`src/rtl/input_datapath.sv`:
```
// input_datapath
//   Receive-side deserializer for the systolic array operand load path.
//   Narrow beats arrive from the host/DMA port over a valid/ready handshake.
//   They are packed LSB-first into one full-width word. The word is then
//   held and presented to the array side until that side accepts it.
//
// Ports
//   clk         clock; all logic on posedge
//   reset       synchronous, active-high reset
//   src_valid   source presents a beat on data_in
//   data_in     incoming beat (BEAT_WIDTH)
//   src_ready   block accepts a beat this cycle (COLLECT state)
//   dest_ready  array side accepts the assembled word
//   dest_valid  word_out holds a complete word (HOLD state)
//   word_out    assembled word (WORD_WIDTH)
//   beat_count  beats captured into the current word
//   rx_done     one-cycle pulse after the last beat of a word is accepted
//   tx_done     one-cycle pulse after the word handoff completes
module input_datapath #(
    parameter  int BEAT_WIDTH = 64,
    parameter  int WORD_WIDTH = 512,
    localparam int NUM_BEATS  = WORD_WIDTH / BEAT_WIDTH,
    localparam int CNT_WIDTH  = (NUM_BEATS > 1) ? $clog2(NUM_BEATS) : 1
) (
    input  logic                  clk,
    input  logic                  reset,
    input  logic                  src_valid,
    input  logic [BEAT_WIDTH-1:0] data_in,
    output logic                  src_ready,
    input  logic                  dest_ready,
    output logic                  dest_valid,
    output logic [WORD_WIDTH-1:0] word_out,
    output logic [CNT_WIDTH-1:0]  beat_count,
    output logic                  rx_done,
    output logic                  tx_done
);

    typedef enum logic {
        COLLECT = 1'b0,
        HOLD    = 1'b1
    } state_t;

    localparam logic [CNT_WIDTH-1:0] LAST_SLOT = CNT_WIDTH'(NUM_BEATS - 1);

    state_t                state_q, state_d;
    logic [CNT_WIDTH-1:0]  cnt_q,   cnt_d;
    logic [WORD_WIDTH-1:0] buf_q,   buf_d;
    logic                  rx_q,    rx_d;
    logic                  tx_q,    tx_d;

    // Handshake outputs come only from registered state, so there is no
    // combinational path from src_valid/dest_ready to any output.
    assign src_ready  = (state_q == COLLECT);
    assign dest_valid = (state_q == HOLD);
    assign word_out   = buf_q;
    assign beat_count = cnt_q;
    assign rx_done    = rx_q;
    assign tx_done    = tx_q;

    always_comb begin
        state_d = state_q;
        cnt_d   = cnt_q;
        buf_d   = buf_q;
        rx_d    = 1'b0;
        tx_d    = 1'b0;
        unique case (state_q)
            COLLECT: begin
                if (src_valid) begin
                    // The buffer is never cleared between words: every slot
                    // is rewritten before the next HOLD, so stale data from a
                    // previous word cannot leak into a completed one.
                    for (int i = 0; i < NUM_BEATS; i++) begin
                        if (cnt_q == CNT_WIDTH'(i)) begin
                            buf_d[i*BEAT_WIDTH +: BEAT_WIDTH] = data_in;
                        end
                    end
                    if (cnt_q == LAST_SLOT) begin
                        cnt_d   = '0;
                        state_d = HOLD;
                        rx_d    = 1'b1;
                    end else begin
                        cnt_d = cnt_q + CNT_WIDTH'(1);
                    end
                end
            end
            HOLD: begin
                // Incoming beats are ignored here; src_ready is low.
                if (dest_ready) begin
                    state_d = COLLECT;
                    tx_d    = 1'b1;
                end
            end
            default: begin
                state_d = COLLECT;
            end
        endcase
    end

    always_ff @(posedge clk) begin
        if (reset) begin
            state_q <= COLLECT;
            cnt_q   <= '0;
            buf_q   <= '0;
            rx_q    <= 1'b0;
            tx_q    <= 1'b0;
        end else begin
            state_q <= state_d;
            cnt_q   <= cnt_d;
            buf_q   <= buf_d;
            rx_q    <= rx_d;
            tx_q    <= tx_d;
        end
    end

endmodule

```
`config.mk`:
```
export PLATFORM = sky130hd
export DESIGN_NAME = input_datapath
export DESIGN_NICKNAME = d
export VERILOG_FILES = /design/src/rtl/input_datapath.sv
export SDC_FILE = /design/constraint.sdc
export NUM_CORES = 1
export LEC_CHECK = 0
export CAP_MARGIN = 20
export CORE_AREA = 2 2 228 230
export CTS_BUF_LIST = sky130_fd_sc_hd__clkbuf_16
export CTS_CLUSTER_SIZE = 20
export DETAILED_ROUTE_END_ITERATION = 8
export DIE_AREA = 0 0 230 232
export MAX_ROUTING_LAYER = met4
export SYNTH_ARGS = -nofsm -noshare
export SYNTH_HDL_FRONTEND = slang
export SYNTH_SLANG_ARGS = --single-unit
```
`constraint.sdc`:
```
create_clock -name clk -period 1.8 [get_ports clk]
set_input_delay 0.27 -clock clk [delete_from_list [all_inputs] [get_ports clk]]
set_output_delay 0.27 -clock clk [all_outputs]
set_load 0.01 [all_outputs]
```
======== Word-level counts from Yosys, hierarchy flattened ========
Cells that the tools add are included.
word-level totals
  flip-flop bits (word level) ............. 518
  output and inout bits ................... 519
cells by class
  add/sub/neg operators ................... 1
  equality and inequality tests ........... 7
  multiplexer cells ....................... 6
  bitwise gates (word level) .............. 1
  reductions and logical operators ........ 12
operators by type and width
  kind                                            number
  AND reduction 3 bit                             8
  == test 3 bit (second input constant)           4
  == test 3 x 2 -> 1 bit (second input constant)  2
  two-way mux 1 bit                               4
  OR reduction 2 bit                              2
  adder 3 x 1 -> 3 bit (second input constant)    1
  == test 3 x 1 -> 1 bit (second input constant)  1
  zero test 3 bit                                 1
  two-way mux 3 bit                               1
  one-hot mux 1 bit (2 select lines)              1
  AND reduction 2 bit                             1
  NOT 1 bit                                       1

======== Longest topological paths before layout ========
  word-level depth ........................ 4
  gate-level depth with buffers ........... 8
  mapped depth without buffers ............ 5

======== Worst setup path after synthesis ========
OpenSTA, ideal clock, no wires.
  kind .................................... register to register
  start ................................... reg cnt_q[2] (netlist: beat_count[2])
  end ..................................... reg buf_q[195] (netlist: word_out[195])
  arrival ................................. 1.439 ns
  required time ........................... 1.666 ns
  setup slack ............................. 0.228 ns
  cell stages (with the launch flop) ...... 9
  buffers on the path ..................... 3
  period minus slack after synthesis ...... 1.572 ns
  path through ............................ dfxtp_1 -> buf_2 -> inv_1 -> ha_1 -> and3b_1 -> buf_4 -> buf_4 -> nand2_1 -> a21oi_1
on the way
  cells in the longest elaborated chain, start to end .. 2
RTL lines
  what                                  RTL line  RTL
  start, declared                       46        logic [CNT_WIDTH-1:0] cnt_q, cnt_d;
  start signal, assigned                108       cnt_q <= cnt_d;
  == test 3 x 2 -> 1 bit                73        if (cnt_q == CNT_WIDTH'(i)) begin
  AND reduction 3 bit (no source line)  -
  end signal, assigned                  109       buf_q <= buf_d;
  end, declared                         47        logic [WORD_WIDTH-1:0] buf_q, buf_d;
Every way passes these cells.
A chain may end at the register's enable or synchronous reset.

======== Worst setup path after layout ========
  start ................................... reg buf_q[492] (netlist: word_out[492])
  end ..................................... out word_out[492]
RTL lines
  what           RTL line  RTL
  end, declared  32        output logic [WORD_WIDTH-1:0] word_out,
No word-level cell between the ends.

==> flow_summary.yaml <==
power:
  power_w: 0.0249
  leakagePower_nw: 12.6
  vdd_drop_max_v: 0.000674
  powerDensity_mw_per_mm2: 946
worst_setup_path:
  crit_type: "flop to output port"
  critical_path.startpoint_type: "flop"
  path_buf_inv: 1
  slowest_stage: "clkdlybuf4s50_1"
  path_max_fanout: 2
  worstSetupEndpointType: "output port"
  setup.worst_path.start: "word_out[492]$_SDFFE_PP0P_"
  critPathTopFamily: "buffers and inverters"
  arrival_ns: 1.50
  path_cells: "clkdlybuf4s50_1"
  regToRegStartpoint: "beat_count[0]$_SDFFE_PP0P_"
  cp_slowest_stage_delay_ns: 0.54
  required_ns: 1.53
route:
  vias: 16807
  wl_per_cell_um: 20.5
  firstDrtPassIters: 5
  wirelength_mm: 69.7
  drt_iter0_drc: 1233
  drt-vias-per-instance: 4.95
  ant_nets: 0
  drc: 0
global_routing:
  grt_pass1_vias: 15985
  gr-total-overflow: 0
  grt_max_degree: 106
  grt_pass1_wl_mm: 102
  gr-usage-all-layers: 0.257
  grt_antenna_before_repair: 0
floorplanning:
  rows: 83
  core_area_mm2: 0.0509
  start_util: 0.359
  die_w_um: 230
  dieArea_mm2: 0.0534
  io_pins: 587
  die_y_um: 232
worst_hold_path:
  hold_path.class: "primary input to flop"
  hold_path_startpoint: "dest_ready"
sta:
  min_period_ns: 1.77
  finalCritPeriodShare: 0.982
  finalSetupViolCount: 0
  totalNegativeSetupSlack_ns: 0
  fmax_mhz: 566
  rsz0062_at_grt: "yes"
  skew_ns: 0.0230
  worst_pin_slew_ns: 0.584
  finalHoldViolCount: 0
  relSlewSlack: 0.610
  final_max_slew_viol_count: 0
logic_synthesis:
  synth_nets: 2268
  ys_seq_elements: 518
  netlist_instances: 2194
  yosys.cell_types.count: 28
  syn_area_per_cell_um2: 8.33
  syn_area_mm2: 0.0183
  yosys_warnings: 0
  yosysSeqAreaShare: 0.567
placement:
  io_buffers: 586
  place_area_mm2: 0.0246
  place_hpwl_mm: 47.0
  place_congestion: 0.820
final_layout:
  ff_latch_area_mm2: 0.0104
  final_nets: 2743
  drive_gt1_frac: 0.0620
  final_core_util: 0.518
  n_fill_cell: 4833
  area_delta_synth_final_pct: 44.2
  multi_input_area_mm2: 0.00661
  final_area_mm2: 0.0263
clock_tree:
  clock-root-buffer: "clkbuf_16"
  clk_latency_ns: 0.61
  cts-htree-levels: 2
  cts_buffer_depth: 3
  cts_tree: "built"
  cts.reportedPaths.clkPinSlew_ns: 0.06
  cts_buffers: 54
  cts.sinks: 518
  postCtsSetupRepairBufs: 0
run_status:
  status: "complete, no violations"
run:
  max-cap-violations: 0
## cells in the final DEF, fill, tap and decap left out, types with 3 or more instances in the layout
| cell type | n |
|---|---|
| nand4bb_4 | 3 |
| dfxtp_1 | 516 |
| inv_1 | 12 |
| inv_6 | 4 |
| buf_4 | 22 |
| clkdlybuf4s50_1 | 182 |
| a21oi_1 | 443 |
| nand3b_1 | 3 |
| clkinv_1 | 8 |
| clkinv_2 | 18 |
| a22o_1 | 64 |
| clkbuf_16 | 55 |
| nand2_1 | 896 |
| dlymetal6s2s_1 | 128 |
| buf_12 | 37 |
| ha_1 | 5 |
| bufinv_16 | 4 |
| a21oi_2 | 6 |
| and4b_4 | 3 |
| dlygate4sd2_1 | 274 |
| nand4b_1 | 3 |
## kinds of logic (layout without fill, tap and decap cells)
logic type | count (synthesis) | count (layout) | synth area share
fa+ha+maj | 6 | 6 | 0.00411
xor+xnor | 1 | 1 | 0.000479
buf+inv | 234 | 751 | 0.0772
simple gates | 919 | 919 | 0.195
other cells | 0 | 2 | 0
compound gates | 516 | 516 | 0.156
flops | 518 | 518 | 0.567
## layout make-up
cell class	count	share of cell area
Timing Repair Buffer	648	0.258
Clock inverter	44	0.0127
Multi-Input combinational cell	1442	0.251
Sequential cell	518	0.394
Tap cell	680	0.0323
Clock buffer	54	0.0513
Antenna cell	2	0.000190
Inverter	5	0.000712
## layer usage
layer,part of all wire,GRT usage,vias to the layer above,routed length [um]
met3,0.082,0.0727,156,5730
li1,-,-,8017,-
met1,0.41,0.307,7994,28400
met5,0,-,-,0
met4,0.042,0.105,0,2890
met2,0.47,0.410,640,32600
## synthesized netlist by cell type (all sizes together)
library cell,number,area share
a22o,64,0.031
and3b,1,0.00048
nand4b,3,0.0014
and4b,3,0.0016
nand2,896,0.18
buf,174,0.065
nand4bb,3,0.0018
and2b,1,0.00055
nand2b,2,0.00068
nor2,3,0.00062
clkbuf,55,0.011
inv,5,0.0010
and4bb,2,0.0014
ha,6,0.0041
xnor2,1,0.00048
o22ai,1,0.00034
nor4bb,1,0.00055
a21oi,450,0.12
a211oi,1,0.00041
and2,1,0.00034
nand3b,3,0.0012
dfxtp,518,0.57
## power by group
| part | switching (W) | internal, W | total, W |
|---|---|---|---|
| clock network | 0.00475 | 0.00604 | 0.0108 |
| registers | 0.000145 | 0.0117 | 0.0119 |
| logic | 0.00137 | 0.000856 | 0.00223 |
## worst min-delay path, stage by stage
cell             delay, ns
clkdlybuf4s50_1       0.44
inv_1                 0.07
nor2_1                0.04
## path summary, 6_finish.rpt
check,slack (ns),depth (start not counted),endpoint
setup reg to reg,0.05,7,word_out[468]$_SDFFE_PP0P_
hold / removal,0.25,3,tx_done$_SDFF_PP0_
hold reg to reg,0.45,2,word_out[314]$_SDFFE_PP0P_
setup / recovery,0.03,1,word_out[492]
## sequential cells by signal, indices dropped and copies added, names as in the netlist
register,count
beat_count,3
dest_valid,1
word_out,512
rx_done,1
tx_done,1
## metrics by stage
step	std cells	hold slack, ns	setup WS [ns]
2_1_floorplan	2194	0.364	0.228
3_3_place_gp	3292	0.441	-0.121
3_5_place_dp	3292	0.446	-0.120
4_1_cts	3391	0.218	0.000139
5_1_grt	3391	0.247	-0.00705
6_report	3393	0.252	0.0318
## repair_timing
action | CTS | global route
hold buffers | 1 | 0
setup endpoints to repair | 306 | 194
hold endpoints to repair | 12 | 0
resized for setup | 277 | 134
Note: power is estimated with default switching activity, not from simulation.
